### src/rtl/serial_parity_pkg.sv
// Shared types and constants for the serial parity framer.
package serial_parity_pkg;

   typedef enum logic [1:0] {
      IDLE = 2'd0,
      DATA = 2'd1,
      PAR  = 2'd2
   } state_t;

   typedef enum logic [1:0] {
      ACC_HOLD = 2'd0,
      ACC_LOAD = 2'd1,
      ACC_STEP = 2'd2,
      ACC_CLR  = 2'd3
   } acc_op_t;

   localparam logic MODE_GEN = 1'b0;
   localparam logic MODE_CHK = 1'b1;
   localparam logic PAR_EVEN = 1'b0;
   localparam logic PAR_ODD  = 1'b1;

endpackage

### src/rtl/serial_parity_acc.sv
// Running-parity register and data-bit counter for one frame.
module serial_parity_acc
   import serial_parity_pkg::*;
#(
   parameter int DATA_BITS = 8
) (
   input  logic    i_clk,
   input  logic    i_rst,
   input  acc_op_t i_op,
   input  logic    i_x,
   output logic    o_par,
   output logic    o_par_nxt,
   output logic    o_last,
   output logic    o_last_nxt
);

   localparam int CNT_W = $clog2(DATA_BITS + 1);

   logic [CNT_W-1:0] cnt;

   always_ff @(posedge i_clk or posedge i_rst) begin
      if (i_rst) begin
         cnt   <= '0;
         o_par <= 1'b0;
      end else begin
         case (i_op)
            ACC_LOAD: begin
               cnt   <= CNT_W'(1);
               o_par <= i_x;
            end
            ACC_STEP: begin
               cnt   <= cnt + CNT_W'(1);
               o_par <= o_par ^ i_x;
            end
            ACC_CLR: begin
               cnt   <= '0;
               o_par <= 1'b0;
            end
            default: ;
         endcase
      end
   end

   // par is kept at 0 while idle, so par^x is also the frame's first-bit parity
   assign o_par_nxt  = o_par ^ i_x;
   assign o_last     = (cnt == CNT_W'(DATA_BITS));
   assign o_last_nxt = (cnt == CNT_W'(DATA_BITS - 1));

endmodule

### src/rtl/serial_parity_framer.sv
// Framed serial parity generator/checker.
// Optional SERIAL_PARITY_STICKY_ERR_EN adds i_err_clr / o_err_sticky.
module serial_parity_framer
   import serial_parity_pkg::*;
#(
   parameter int DATA_BITS = 8
) (
   input  logic i_clk,
   input  logic i_rst,
   input  logic i_x,
   input  logic i_valid,
   input  logic i_odd,
   input  logic i_mode,
   output logic o_p,
   output logic o_done,
   output logic o_err,
   output logic o_busy
`ifdef SERIAL_PARITY_STICKY_ERR_EN
   ,
   input  logic i_err_clr,
   output logic o_err_sticky
`endif
);

   state_t  state, state_n;
   acc_op_t op;
   logic    mode_q, odd_q, latch;
   logic    mode_eff, odd_eff, exp_par;
   logic    par, par_nxt, last, last_nxt;
   logic    p_n, done_n, err_n;

   serial_parity_acc #(.DATA_BITS(DATA_BITS)) u_acc (
      .i_clk      (i_clk),
      .i_rst      (i_rst),
      .i_op       (op),
      .i_x        (i_x),
      .o_par      (par),
      .o_par_nxt  (par_nxt),
      .o_last     (last),
      .o_last_nxt (last_nxt)
   );

   // A frame starting this cycle takes mode/sense from the live inputs
   assign mode_eff = (state == IDLE) ? i_mode : mode_q;
   assign odd_eff  = (state == IDLE) ? i_odd  : odd_q;
   assign exp_par  = par ^ odd_q;

   always_comb begin
      state_n = state;
      op      = ACC_HOLD;
      latch   = 1'b0;
      done_n  = 1'b0;
      p_n     = o_p;
      err_n   = o_err;
      case (state)
         IDLE, DATA: begin
            if (i_valid) begin
               latch = (state == IDLE);
               op    = (state == IDLE) ? ACC_LOAD : ACC_STEP;
               if (!last_nxt) begin
                  state_n = DATA;
               end else if (mode_eff == MODE_GEN) begin
                  op      = ACC_CLR;
                  state_n = IDLE;
                  done_n  = 1'b1;
                  p_n     = par_nxt ^ odd_eff;
                  err_n   = 1'b0;
               end else begin
                  state_n = PAR;
               end
            end
         end
         PAR: begin
            if (i_valid && last) begin
               op      = ACC_CLR;
               state_n = IDLE;
               done_n  = 1'b1;
               p_n     = exp_par;
               err_n   = i_x ^ exp_par;
            end
         end
         default: state_n = IDLE;
      endcase
   end

   always_ff @(posedge i_clk or posedge i_rst) begin
      if (i_rst) begin
         state  <= IDLE;
         mode_q <= MODE_GEN;
         odd_q  <= PAR_EVEN;
         o_p    <= 1'b0;
         o_done <= 1'b0;
         o_err  <= 1'b0;
         o_busy <= 1'b0;
      end else begin
         state  <= state_n;
         o_p    <= p_n;
         o_done <= done_n;
         o_err  <= err_n;
         o_busy <= (state_n != IDLE);
         if (latch) begin
            mode_q <= i_mode;
            odd_q  <= i_odd;
         end
      end
   end

`ifdef SERIAL_PARITY_STICKY_ERR_EN
   // Set has priority over a coincident clear
   always_ff @(posedge i_clk or posedge i_rst) begin
      if (i_rst)                o_err_sticky <= 1'b0;
      else if (done_n && err_n) o_err_sticky <= 1'b1;
      else if (i_err_clr)       o_err_sticky <= 1'b0;
   end
`endif

endmodule

### config.mk
export PLATFORM = sky130hd
export DESIGN_NAME = serial_parity_framer
export DESIGN_NICKNAME = d
export VERILOG_FILES = /design/src/rtl/serial_parity_pkg.sv /design/src/rtl/serial_parity_acc.sv /design/src/rtl/serial_parity_framer.sv
export SDC_FILE = /design/constraint.sdc
export NUM_CORES = 1
export LEC_CHECK = 0
export CAP_MARGIN = 20
export CORE_AREA = 2 2 47 49
export DETAILED_ROUTE_END_ITERATION = 12
export DIE_AREA = 0 0 49 51
export PLACE_DENSITY = 0.7
export SLEW_MARGIN = 40
export SYNTH_ARGS = -nofsm -noshare
export SYNTH_HDL_FRONTEND = slang
export SYNTH_SLANG_ARGS = --single-unit
### constraint.sdc
create_clock -name i_clk -period 2 [get_ports i_clk]
set_input_delay 0.2 -clock i_clk [delete_from_list [all_inputs] [get_ports i_clk]]
set_output_delay 0.2 -clock i_clk [all_outputs]
set_load 0.02 [all_outputs]
==> out/results.md, run 1 <==
| Quantity | Reported |
|:---|:---|
| Result of the run | finished clean |
| Worst Slack Setup Final | 0.275 ns |
| Ratio of total power to cell area | 943 nW/µm² |
| Pin count of the biggest net entering global routing | 14 |
| Gr ovfl total | 0 |
| Share of total power in the clock network | 18.5% |
| HPWL after detailed placement | 1100 µm |
| Total vias in the final route | 604 |
| Xor-xnor portion of the synthesized cell area | 3.38% |
| Synth warn | 0 |
| Final core area utilization | 44.9% |
| Switching power | 0.000298 W |
| TritonCTS clock tree | done |
| Number of setup violations in the final report | 0 |
| Global-route wire length before repair | 2480 µm |
| Number of buffers added by the clock tree synthesis step | 3 |
| Drt wl/cell | 11.8 µm |
| Sequential group share of total power | 46.5% |
| Critical path data arrival time | 1.89 ns |
| Clock input transition at the sequential cells of the worst setup and hold paths | 0.08 ns |
| Top FF cell, synth | dfrtp_1 |
| Combinational cell fraction of total power | 35.0% |
| Flop-to-flop setup slack | 0.28 ns |
| Largest voltage drop on the vdd net | 635 µV |
| Layout net count | 101 |
| Aggregate negative setup slack | 0 ns |
| Post-route DRC | 0 |
| Critical path buffers and inverters | 0 |
| Relative slew margins | 67.3% |
| Simple logic cell fraction of the synthesized area | 17.4% |
| Count of flip-flops with a built-in enable after synthesis | 0 |
| Final std cell area, no fill | 927 µm² |
| Via count of the first global-routing pass | 544 |
| Setup Slack @ Placement | 0.165 ns |
| First DRT Iteration DRCs | 4 |
| Switching power share of the total | 34.1% |
| Leakage power of the design | 0.392 nW |
| Die width | 49 µm |
| Largest family of logic cells by synthesized area | compound AO/OA/AOI/OAI gates |
| Overall die height | 51 µm |
| Placeable core area | 2060 µm² |
| Final ANT Viol Nets | 0 |
| Top delay family on crit path | compound AO/OA/AOI/OAI gates |
| Count of cells resized by post-cts repair | 0 |
| Number of cells on the worst reg-to-reg path | 4 |
| Final wirelength | 1410 µm |
| Fmax | 580 MHz |
| Highest net fanout along the worst path | 11 |
| Internal Pwr Total | 0.000576 W |
| Number of primary I/O pins | 10 |
| Gate Count Post-Synth | 79 |
| Number of sinks on the clock net | 13 |
| Port Buffers | 9 |
| Met3 global-route usage | 4.39% |
| Bufs on Longest Clock Path | 2 |
| Post-detailed-placement cell area | 901 µm² |
| Endpoint of the lowest-slack register-to-register path | o_err |
| Transition at the pin with the smallest max-transition slack | 0.490 ns |
| Origin of the critical flop-to-flop path | state[1] |
| Clock latency on the worst-skew pair | 0.28 ns |
| Post-synthesis instance area | 777 µm² |
| Global-route total usage across every layer | 13.0% |
| Share of flip-flops with an asynchronous set or reset | 100% |
| Mean post-synth cell area | 9.84 µm² |
| Count of distinct cell types in the synthesized netlist | 37 |
| Number of H-tree branching levels | 1 |
| Number of slew-limit violations in the final report | 0 |
| Mux cell area share after synthesis | 6.12% |
| Setup repair after global routing missed its margin | false |
| Startpoint type of the worst setup path | flop |
| Share of the cycle needed by the critical path after routing | 86.2% |
| Layout cell share with drive strength beyond 1 | 17.4% |
| Hold Buf Count CTS | 0 |
| Share of synthesized area occupied by flip-flops and latches | 41.9% |
| Critical path class | flop to flop |
| Site row count | 17 |
| Number of nets produced by synthesis | 87 |
| CTS root buffer | clkbuf_4 |
| Buffer count from post-CTS setup fixing | 0 |
| Complex-gate fraction of the synthesized area | 21.6% |
| Busiest grt layer | met2 |
| Sort of element at the end of the critical path | flop |
| Launching instance or port of the critical path | state[1] |
| Final RePlAce weighted congestion | 0.808 |
| Final hold viol count | 0 |
| Arithmetic-cell share of the synthesized area counting full adders, half adders and majority gates | 3.22% |
| Data required time at the worst endpoint | 2.17 ns |
| Met1 demand-to-capacity share in global routing | 16.8% |
| Class of the worst hold path | input pin to async pin |
| Slowest-stage cell, CP | dfrtp_1 |
| Count of max-cap constraint violations | 0 |
| Area Overhead vs Synth | 19.3% |
| Number of antenna violations at the first check in global routing | 0 |
| # diodes | 0 |
| Series of cell instances along the critical path | o21a_4 > a2111oi_2 > or2_1 > mux2_4 |
| Number of storage elements in the synthesis netlist | 13 |
| CP max stage delay | 0.49 ns |
| Clock skew | 0.00340 ns |
| M2 GR Usage | 21.2% |
| Final-layout worst hold slack | 0.233 ns |
| Clock period minus final worst setup slack | 1.72 ns |
| Starting density of the core | 37.7% |
| Average via count per standard cell | 5.03 |
| Count of TritonRoute iterations in the first routing pass | 5 |
| Floorplan die area | 2500 µm² |
==> synth_stat cells (2+ instances only) <==
cell type,instances,area [µm²]
dfrtp_1,13,325
nor2_1,7,26.3
a21oi_1,5,25.0
inv_1,5,18.8
nand2_1,5,18.8
o21ai_0,5,25.0
nand3_1,3,15.0
a22oi_1,2,15.0
buf_6,2,22.5
ha_1,2,25.0
mux2_2,2,22.5
or2b_1,2,15.0
xor2_1,2,17.5
==> power groups by stage <==
stage	clock network, W	registers [W]	logic (W)
2_1_floorplan	0	0.000415	0.000208
3_3_place_gp	0	0.000408	0.000299
3_5_place_dp	0	0.000411	0.000309
4_1_cts	0.000171	0.000406	0.000311
5_1_grt	0.000192	0.000417	0.000344
6_report	0.000162	0.000406	0.000306
==> registers in the layout, summed over array words and instances, names as in the netlist <==
name / cells
o_err: 1
u_acc.o_par: 1
o_done: 1
o_busy: 1
u_acc.cnt: 4
o_p: 1
state: 2
mode_q: 1
odd_q: 1
==> placed cells by master (no fill, tap or decap), types with 2 or more instances in the layout <==
| cell | n |
|---|---|
| xor2_1 | 2 |
| mux2_2 | 2 |
| inv_1 | 5 |
| clkdlybuf4s50_1 | 9 |
| dfrtp_1 | 13 |
| clkbuf_4 | 3 |
| nand3_1 | 3 |
| a22oi_1 | 2 |
| or2b_1 | 2 |
| buf_4 | 4 |
| nand2_1 | 5 |
| nor2_1 | 7 |
| a21oi_1 | 5 |
| ha_1 | 2 |
| o21ai_0 | 5 |
==> worst reg2reg max path, delay by kind of cell (launching register included) <==
kind / cells / cell delay [ns]
AND/OR/NAND/NOR: 1 / 0.19
multiplexers: 1 / 0.30
AO/OA/AOI/OAI: 2 / 0.63
flip-flops: 1 / 0.49
==> stage by stage <==
step / std cells / power, W
finish: 120 / 0.000874
global route: 120 / 0.000953
CTS: 120 / 0.000888
detailed placement: 116 / 0.000720
global placement: 116 / 0.000708
floorplan: 79 / 0.000624
==> routing by layer <==
| layer | routed length, µm | vias up |
|---|---|---|
| li1 | - | 305 |
| met1 | 688 | 288 |
| met2 | 672 | 11 |
| met3 | 50 | 0 |
| met4 | 0 | 0 |
| met5 | 0 | - |
==> logic make-up after synthesis <==
group | count (synthesis)
AO/OA/AOI/OAI | 23
XOR/XNOR | 3
adder cells (fa/ha/maj) | 2
buffers and inverters | 9
flip-flops | 13
multiplexers | 4
AND/OR/NAND/NOR | 25
==> worst max path at each step <==
stage                       end  depth (start not counted)
after floorplan           o_err                          6
after global placement    o_err                          5
after detailed placement  o_err                          5
after CTS                 o_err                          4
after global routing      o_err                          4
final                     o_err                          4
==> final cells by class <==
cell class / count / area, µm²
Sequential cell: 13 / 325
Multi-Input combinational cell: 57 / 402
Tap cell: 28 / 35.0
Clock buffer: 4 / 26.3
Timing Repair Buffer: 13 / 120
Inverter: 5 / 18.8
Fill cell: 210 / 1140
(Power assumes the default switching activity.)
==> inputs of run 2 (changes only) <==
CORE_AREA = 2 2 42 44   (was 2 2 47 49)
DIE_AREA = 0 0 44 46   (was 0 0 49 51)
PLACE_DENSITY = 0.83   (was 0.7)
TNS_END_PERCENT = 20   (was default)
==> run 2 against run 1 <==
Effect of this change:
- worst hold slack lost 0.0089 ns
- routed wire length is 11% higher
- critical endpoint unchanged
- power is 2.1% higher
- core utilization rose by 12 points
- final cell count is 9.2% lower
- combinational power is 2% higher
- critical path type unchanged
- sequential power rose by 1%
- clock power up 6%
- sequential share of layout area is 0.53 points higher
- worst setup slack improved by 0.0088 ns
- clock skew shrank 0.0022 ns
==> out/results.md, run 2 (synthesized netlist as in run 1, its figures left out) <==
| Quantity | Reported | Delta |
|:---|:---|:---|
| Switching power share of the total | 35.4% | +1.3 points |
| Die width | 44 µm | -10% |
| Origin of the critical flop-to-flop path | state[1] |  |
| First DRT Iteration DRCs | 15 | +11 |
| Buffer count from post-CTS setup fixing | 0 | unchanged |
| Relative slew margins | 67.7% | +0.45 points |
| Clock skew | 0.00123 ns | -0.00217 ns |
| Transition at the pin with the smallest max-transition slack | 0.483 ns | -0.00680 ns |
| Clock period minus final worst setup slack | 1.72 ns | -0.00877 ns |
| Placeable core area | 1610 µm² | -22% |
| Global-route total usage across every layer | 18.5% | +5.5 points |
| Critical path data arrival time | 1.89 ns | about the same |
| Crit path depth | 4 | unchanged |
| Hold Buf Count CTS | 0 | unchanged |
| Total vias in the final route | 632 | +4.6% |
| Number of slew-limit violations in the final report | 0 | unchanged |
| Internal Pwr Total | 0.000576 W | about the same |
| Flop-to-flop setup slack | 0.28 ns | about the same |
| Clock input transition at the sequential cells of the worst setup and hold paths | 0.08 ns | about the same |
| Drt wl/cell | 14.4 µm | +23% |
| Leading registers by flop count | u_acc.cnt x4, state x2 |  |
| Layout net count | 101 | unchanged |
| Sequential group share of total power | 45.9% | -0.6 points |
| Final std cell area, no fill | 913 µm² | -1.5% |
| Critical path class | flop to flop |  |
| Starting density of the core | 48.1% | +10 points |
| Number of primary I/O pins | 10 | unchanged |
| Final wirelength | 1570 µm | +11% |
| Most frequent cells in the layout | 13 x dfrtp_1, 9 x clkdlybuf4s50_1, 7 x nor2_1 |  |
| Setup repair after global routing missed its margin | false |  |
| CP max stage delay | 0.50 ns | about the same |
| Layout cell share with drive strength beyond 1 | 17.4% | unchanged |
| Ratio of total power to cell area | 977 nW/µm² | +3.6% |
| Endpoint of the lowest-slack register-to-register path | o_err |  |
| Number of setup violations in the final report | 0 | unchanged |
| Number of buffers added by the clock tree synthesis step | 3 | unchanged |
| # diodes | 0 | unchanged |
| Number of sinks on the clock net | 13 | unchanged |
| Port Buffers | 9 | unchanged |
| Placed cells | 105 | -9.5% |
| Class of the worst hold path | input pin to async pin |  |
| Final RePlAce weighted congestion | 0.858 | +6.3% |
| Final ANT Viol Nets | 0 | unchanged |
| Final core area utilization | 56.6% | +12 points |
| HPWL after detailed placement | 1180 µm | +7.1% |
| Largest voltage drop on the vdd net | 501 µV | -21% |
| Final hold viol count | 0 | unchanged |
| Number of cells on the worst reg-to-reg path | 4 | unchanged |
| Number of H-tree branching levels | 1 | unchanged |
| Global-route wire length before repair | 2620 µm | +5.9% |
| Switching power | 0.000316 W | +6.1% |
| Floorplan die area | 2020 µm² | -19% |
| Clock latency on the worst-skew pair | 0.29 ns | about the same |
| Post-detailed-placement cell area | 887 µm² | -1.5% |
| Sort of element at the end of the critical path | flop |  |
| Final instance count without filler cells | 109 | -9.2% |
| Gr ovfl total | 0 | unchanged |
| Final-layout worst hold slack | 0.224 ns | -0.00891 ns |
| Top delay family on crit path | compound AO/OA/AOI/OAI gates |  |
| Most common cell after layout, fill and taps aside | dfrtp_1 |  |
| Series of cell instances along the critical path | o21a_4 > a2111oi_2 > or2_1 > mux2_4 |  |
| Leakage power of the design | 0.392 nW | unchanged |
| Aggregate negative setup slack | 0 ns | unchanged |
| Result of the run | finished clean |  |
| Highest net fanout along the worst path | 11 | unchanged |
| Number of antenna violations at the first check in global routing | 0 | unchanged |
| Worst Setup EP | o_err |  |
| Slowest-stage cell, CP | dfrtp_1 |  |
| Fmax | 583 MHz | +0.51% |
| Average via count per standard cell | 5.80 | +15% |
| Top register by number of flip-flops | u_acc.cnt |  |
| Share of total power in the clock network | 19.2% | +0.7 points |
| Site row count | 15 | -2 |
| Count of max-cap constraint violations | 0 | unchanged |
| Bufs on Longest Clock Path | 2 | unchanged |
| Number of flip-flops in the largest register | 4 | unchanged |
| CTS root buffer | clkbuf_4 |  |
| Data required time at the worst endpoint | 2.18 ns | about the same |
| Count of cells resized by post-cts repair | 0 | unchanged |
| TritonCTS clock tree | done |  |
| Share of the cycle needed by the critical path after routing | 85.8% | -0.44 points |
| Count of TritonRoute iterations in the first routing pass | 4 | -1 |
| Critical path buffers and inverters | 0 | unchanged |
| Pin count of the biggest net entering global routing | 14 | unchanged |
| Via count of the first global-routing pass | 613 | +13% |
| Combinational cell fraction of total power | 34.9% | about the same |
| Area Overhead vs Synth | 17.6% |  |
| Post-route DRC | 0 | unchanged |
| Launching instance or port of the critical path | state[1] |  |
| Startpoint type of the worst setup path | flop |  |
| Overall die height | 46 µm | -9.8% |
## run 2: cell counts in the layout (fill, tap and decap cells not counted)
Identical to the previous run, type by type.
## run 2: how the worst min path moves through the flow
stage	cells past startpoint	end	startpoint	slack (ns)
final	2	state[1]	i_rst	0.22
after global routing	2	o_err	i_rst	0.28
after CTS	2	o_err	i_rst	0.25
after detailed placement	1	o_err	o_err	0.51
after global placement	1	o_err	o_err	0.50
after floorplan	1	mode_q	i_rst	0.08
## run 2: final cells by class
class,count,area [µm²]
multi-input combinational,57,402
clock buffer,4,26.3
tap,17,21.3
inverter,5,18.8
sequential,13,325
fill,130,701
timing repair buffer,13,120
## run 2: power by group through the flow
stage          Sequential, W  Clock [W]  Combinational, W
3_3_place_gp        0.000408          0          0.000298
6_report            0.000410   0.000171          0.000311
5_1_grt             0.000420   0.000184          0.000343
3_5_place_dp        0.000414          0          0.000311
2_1_floorplan       0.000415          0          0.000208
4_1_cts             0.000408   0.000175          0.000312
## run 2: worst register-to-register path, cell delays in order, from the launching register on
cell	delay, ns
dfrtp_1	0.50
o21a_4	0.25
a2111oi_2	0.37
or2_1	0.19
mux2_4	0.30
## run 2: stage by stage
| step | total power [W] | worst slack, ns |
|---|---|---|
| after floorplan | 0.000624 | 0.316 |
| after global placement | 0.000706 | 0.213 |
| after detailed placement | 0.000724 | 0.164 |
| after CTS | 0.000894 | 0.265 |
| after global routing | 0.000947 | 0.175 |
| final | 0.000892 | 0.284 |
## run 2: metal layers
layer  GRT usage (%)  wire, µm  up-vias
met3            5.16        86        5
met1            18.7       652      296
met2            32.1       793       22
li1                -         -      309
met4            14.5        41        0
met5               0         0        -
==> inputs of run 3 (changes only) <==
CORE_AREA = 2 2 41 43   (was 2 2 42 44)
DIE_AREA = 0 0 43 45   (was 0 0 44 46)
DONT_BUFFER_PORTS = 1   (was default)
PLACE_DENSITY = 0.78   (was 0.83)
==> run 3 against run 2 <==
Effect of this change:
- worst setup slack worse by 0.088 ns
- sequential power is 4% higher
- final cell count is 10% lower
- worst hold slack worse by 0.20 ns
- non-clock buffer count is 10 lower
- die area is 4.4% lower
- first-iteration DRC count is 53% higher
- fmax is 4.9% lower
- critical path depth stayed put
- flip-flop and latch count stayed put
- count of clock-buffer cells in the layout stayed put
- power is 6.5% lower
- critical endpoint unchanged
- largest cell class unchanged
- highest routed layer unchanged
==> out/results.md, run 3 (synthesized netlist as in run 1, its figures left out) <==
| Quantity | Reported | Delta |
|:---|:---|:---|
| Number of sinks on the clock net | 13 | unchanged |
| Final ANT Viol Nets | 0 | unchanged |
| Floorplan die area | 1940 µm² | -4.4% |
| Global-route wire length before repair | 2340 µm | -11% |
| Internal Pwr Total | 0.000542 W | -5.9% |
| Number of buffers added by the clock tree synthesis step | 3 | unchanged |
| Transition at the pin with the smallest max-transition slack | 0.466 ns | -0.0175 ns |
| Layout cell share with drive strength beyond 1 | 17.1% | -0.32 points |
| Count of cells resized by post-cts repair | 0 | unchanged |
| Number of primary I/O pins | 10 | unchanged |
| TritonCTS clock tree | done |  |
| Bufs on Longest Clock Path | 2 | unchanged |
| Gr ovfl total | 0 | unchanged |
| Highest net fanout along the worst path | 11 | unchanged |
| Pin count of the biggest net entering global routing | 14 | unchanged |
| Filler cells | 128 | -1.5% |
| Switching power share of the total | 35.0% | -0.39 points |
| Global-route total usage across every layer | 17.1% | -1.4 points |
| Sequential group share of total power | 51.3% | +5.4 points |
| Clock skew | 0.00564 ns | +0.00440 ns |
| HPWL after detailed placement | 1060 µm | -9.7% |
| Fmax | 554 MHz | -4.9% |
| Switching power | 0.000292 W | -7.5% |
| Clock latency on the worst-skew pair | 0.28 ns | about the same |
| Port Buffers | 0 | -9 |
| Total vias in the final route | 554 | -12% |
| Leading registers by flop count | u_acc.cnt x4, state x2 |  |
| Startpoint type of the worst setup path | flop |  |
| CTS root buffer | clkbuf_4 |  |
| Class of the worst hold path | input pin to flop |  |
| Clock period minus final worst setup slack | 1.80 ns | +0.0884 ns |
| Final hold viol count | 0 | unchanged |
| Share of the cycle needed by the critical path after routing | 90.2% | +4.4 points |
| Setup repair after global routing missed its margin | false |  |
| Average via count per standard cell | 5.65 | -2.5% |
| Critical path data arrival time | 1.98 ns | +0.09 ns |
| Largest voltage drop on the vdd net | 456 µV | -9.0% |
| Post-route DRC | 0 | unchanged |
| Final RePlAce weighted congestion | 0.865 | +0.76% |
| Top register by number of flip-flops | u_acc.cnt |  |
| Drt wl/cell | 14.3 µm | -1.1% |
| Final-layout worst hold slack | 0.0249 ns | -0.199 ns |
| Most common cell after layout, fill and taps aside | dfrtp_1 |  |
| Number of slew-limit violations in the final report | 0 | unchanged |
| Result of the run | finished clean |  |
| Leakage power of the design | 0.351 nW | -10% |
| Overall die height | 45 µm | -2.2% |
| Number of H-tree branching levels | 1 | unchanged |
| Clock input transition at the sequential cells of the worst setup and hold paths | 0.08 ns | about the same |
| Site row count | 14 | -1 |
| Placeable core area | 1470 µm² | -8.8% |
| Final core area utilization | 55.5% | -1.1 points |
| Count of TritonRoute iterations in the first routing pass | 4 | unchanged |
| Critical path class | flop to flop |  |
| Count of max-cap constraint violations | 0 | unchanged |
| Share of total power in the clock network | 19.9% | +0.7 points |
| Final wirelength | 1400 µm | -11% |
| Combinational cell fraction of total power | 28.8% | -6.1 points |
| Area Overhead vs Synth | 5.15% |  |
| Relative slew margins | 68.9% | +1.2 points |
| Number of setup violations in the final report | 0 | unchanged |
| Ratio of total power to cell area | 1020 nW/µm² | +4.5% |
| Number of flip-flops in the largest register | 4 | unchanged |
| Most frequent cells in the layout | 13 x dfrtp_1, 7 x nor2_1 |  |
| Starting density of the core | 52.8% | +4.7 points |
| # diodes | 0 | unchanged |
| Aggregate negative setup slack | 0 ns | unchanged |
| Sort of element at the end of the critical path | flop |  |
| First DRT Iteration DRCs | 23 | +8 |
| Via count of the first global-routing pass | 520 | -15% |
| Die width | 43 µm | -2.3% |
| Layout net count | 91 | -9.9% |
| Overall power | 0.000834 W | -6.5% |
| Number of antenna violations at the first check in global routing | 0 | unchanged |
| Data required time at the worst endpoint | 2.18 ns | about the same |
[run 3: timing repair]
| item | in CTS | in global routing |
|---|---|---|
| hold endpoints to repair | 13 | 0 |
| buffers inserted | 0 | 0 |
| hold buffers | 1 | 0 |
[run 3: area by class of cell]
type	count	area [µm²]	area share, %
Multi-Input combinational cell	57	402	49.2
Sequential cell	13	325	39.8
Clock buffer	4	26.3	3.22
Timing Repair Buffer	3	25.0	3.06
Tap cell	16	20.0	2.45
Inverter	5	18.8	2.30
[run 3: power groups by stage]
stage               Combinational [W]  Clock, W  Sequential (W)
floorplan                    0.000208         0        0.000415
global placement             0.000237         0        0.000432
detailed placement           0.000242         0        0.000434
CTS                          0.000243  0.000171        0.000428
global route                 0.000273  0.000180        0.000440
finish                       0.000240  0.000166        0.000428
[run 3: worst paths after layout]
| check | start | end | slack [ns] | depth (start not counted) |
|---|---|---|---|---|
| max | state[1] | o_err | 0.20 | 4 |
| min reg2reg | u_acc.cnt[2] | u_acc.cnt[2] | 0.56 | 1 |
| min | i_valid | state[0] | 0.02 | 1 |
| max in group asynchronous | i_rst | state[0] | 1.32 | 2 |
| min in group asynchronous | i_rst | o_err | 0.36 | 2 |
| max reg2reg | state[1] | o_err | 0.20 | 4 |
[run 3: layer usage]
layer	routed length [µm]	part of all wire, %	global-route usage, %	up-vias
met1	613	44	20.7	249
met5	0	0	0	-
met3	56	4.0	2.40	5
met4	41	2.9	12.7	0
li1	-	-	-	284
met2	686	49	27.9	16
[run 3: critical path, cell delays in order, from the launching register on]
cell and delay (ns):
dfrtp_1 0.49, nand2b_2 0.30, a2111oi_2 0.34, or2_1 0.25, mux2_4 0.31
[run 3: stage by stage]
step | instance area [µm²] | std cells | worst slack (ns)
after global placement | 781 | 93 | 0.281
after CTS | 817 | 98 | 0.191
after global routing | 817 | 98 | 0.0103
after detailed placement | 781 | 93 | 0.216
after floorplan | 777 | 79 | 0.316
final | 817 | 98 | 0.195
==> variant: new RTL, settings of run 1 <==
Encoding of `state_t`: now one-hot (3 bits for 3 states).
--- a/src/rtl/serial_parity_pkg.sv
+++ b/src/rtl/serial_parity_pkg.sv
@@ -2,8 +2,8 @@
 package serial_parity_pkg;
 
-   typedef enum logic [1:0] {
-      IDLE = 2'd0,
-      DATA = 2'd1,
-      PAR  = 2'd2
+   typedef enum logic [2:0] {
+      IDLE = 3'b001,
+      DATA = 3'b010,
+      PAR  = 3'b100
    } state_t;
 
Behaviour: same outputs for any inputs over 10 cycles, from zero or initial values and one cycle with i_rst high; not proved beyond that.
==> variant against run 1 <==
  * Worst setup slack lost 0.068 ns
  * First-iteration DRC count grew to 5.8 times the old value
  * Worst hold slack gained 0.0059 ns
  * Area after synthesis grew 7.9%
  * Cell area grew 5.0%
  * Via count grew 12%
  * Die area is the same
  * Sequential cell count grew 1
  * Critical path depth grew 1
  * Routed wire length grew 17%
Power is not compared: it rests on default switching activity, and its combinational part moved more than twofold at a synthesized area within 25%.
==> variant: results (changes against run 1) <==
- Outcome: complete, no violations
- Clk_lat worst skew: 0.29 ns
- Synth Area in Compound Gates: 15.7% (-5.9 points)
- Clock skew: 0.00492 ns (+0.00152 ns)
- Drt total wl: 1650 microns (+17%)
- Gr usage total: 15.4% (+2.4 points)
- CP top delay family: simple AND/OR/NAND/NOR gates
- Slowest stage delay, CP: 0.55 ns (+0.06 ns)
- Mux contribution to synthesized area: 6.27% (+0.15 points)
- Global-route wire length before repair: 2860 microns (+15%)
- Distinct cell type count after synthesis: 38 (+2.7%)
- Largest net degree at the start of global routing: 15 (+1)
- Biggest regs: u_acc.cnt: 4 flops, state: 3 flops
- Vias in the first global route: 635 (+17%)
- 1st-pass router iterations: 4 (-1)
- GP Congestion: 0.817 (+1.1%)
- Synth area leaders: dfrtp_1, mux2i_1, dfstp_2, nand2_1, xnor2_1
- Mapped Nets: 94 (+8.0%)
- Critical Path AT: 1.98 ns (+0.09 ns)
- Worst Path Max Fanout: 10 (-1)
- Post-synthesis xor/xnor area fraction: 5.22% (+1.8 points)
- Least-Margin Pin Slew: 0.531 ns (+0.0406 ns)
- Top cells by instance count after synthesis: dfrtp_1, nand2_1, inv_1, nor2_1, o21ai_0
- Share of layout cells above drive strength 1: 14.4% (-3.0 points)
- Adder-Cell Fraction of Synth Area: 2.99% (-0.24 points)
- First DRT Iteration DRCs: 23 (+19)
- Dpl hpwl: 1220 microns (+11%)
- Layout Nets: 106 (+5.0%)
- Maximum clock path buffer count: 2 (unchanged)
- Via count: 677 (+12%)
variant: cell types whose count changed after synthesis, moves of 2 or more:
cell,before,now
nor2_1,7,5
mux2i_1,1,3
or3b_2,0,2
or2b_1,2,0
a31oi_1,0,2
buf_4,0,2
nand2_1,5,7
xnor2_1,1,3
nand4_1,0,2
a22oi_1,2,0
variant: metrics by stage:
stage / cell area (sq um) / instances / setup slack, ns
6_report: 973 / 125 / 0.207
5_1_grt: 973 / 125 / 0.128
4_1_cts: 973 / 125 / 0.210
3_5_place_dp: 947 / 121 / 0.159
3_3_place_gp: 947 / 121 / 0.249
2_1_floorplan: 838 / 86 / 0.269
variant: worst paths after layout:
check / start / end / slack [ns] / depth (start not counted)
max: state[2]$_DFF_PP0_ / o_busy$_DFF_PP0_ / 0.21 / 5
min: i_rst / u_acc.cnt[1]$_DFFE_PP0P_ / 0.24 / 2
max reg2reg: state[2]$_DFF_PP0_ / o_busy$_DFF_PP0_ / 0.21 / 5
min reg2reg: o_p$_DFFE_PP0P_ / o_p$_DFFE_PP0P_ / 0.52 / 1
max in group asynchronous: i_rst / state[0]$_DFF_PP1_ / 1.39 / 2
min in group i_clk: o_p$_DFFE_PP0P_ / o_p$_DFFE_PP0P_ / 0.52 / 1
variant: layer usage:
metal	wire length, microns	up-vias	GRT usage, %
li1	-	330	-
met1	704	322	18.6
met2	819	19	25.3
met3	80	6	2.92
met4	47	0	10.0
met5	0	-	0
variant: layout make-up:
cell class              instances  area share, %
well taps                      28           3.60
multi-input cells              61           44.1
clock buffers                   4           2.70
repair buffers                 11           10.8
flip-flops and latches         14           36.1
inverters                       7           2.70
variant: power breakdown:
group	internal (mW)	leakage [nW]	total [mW]	switching (mW)
registers	0.390	0.173	0.509	0.119
clock network	0.0777	0.0150	0.175	0.0975
logic	0.312	0.226	0.649	0.337
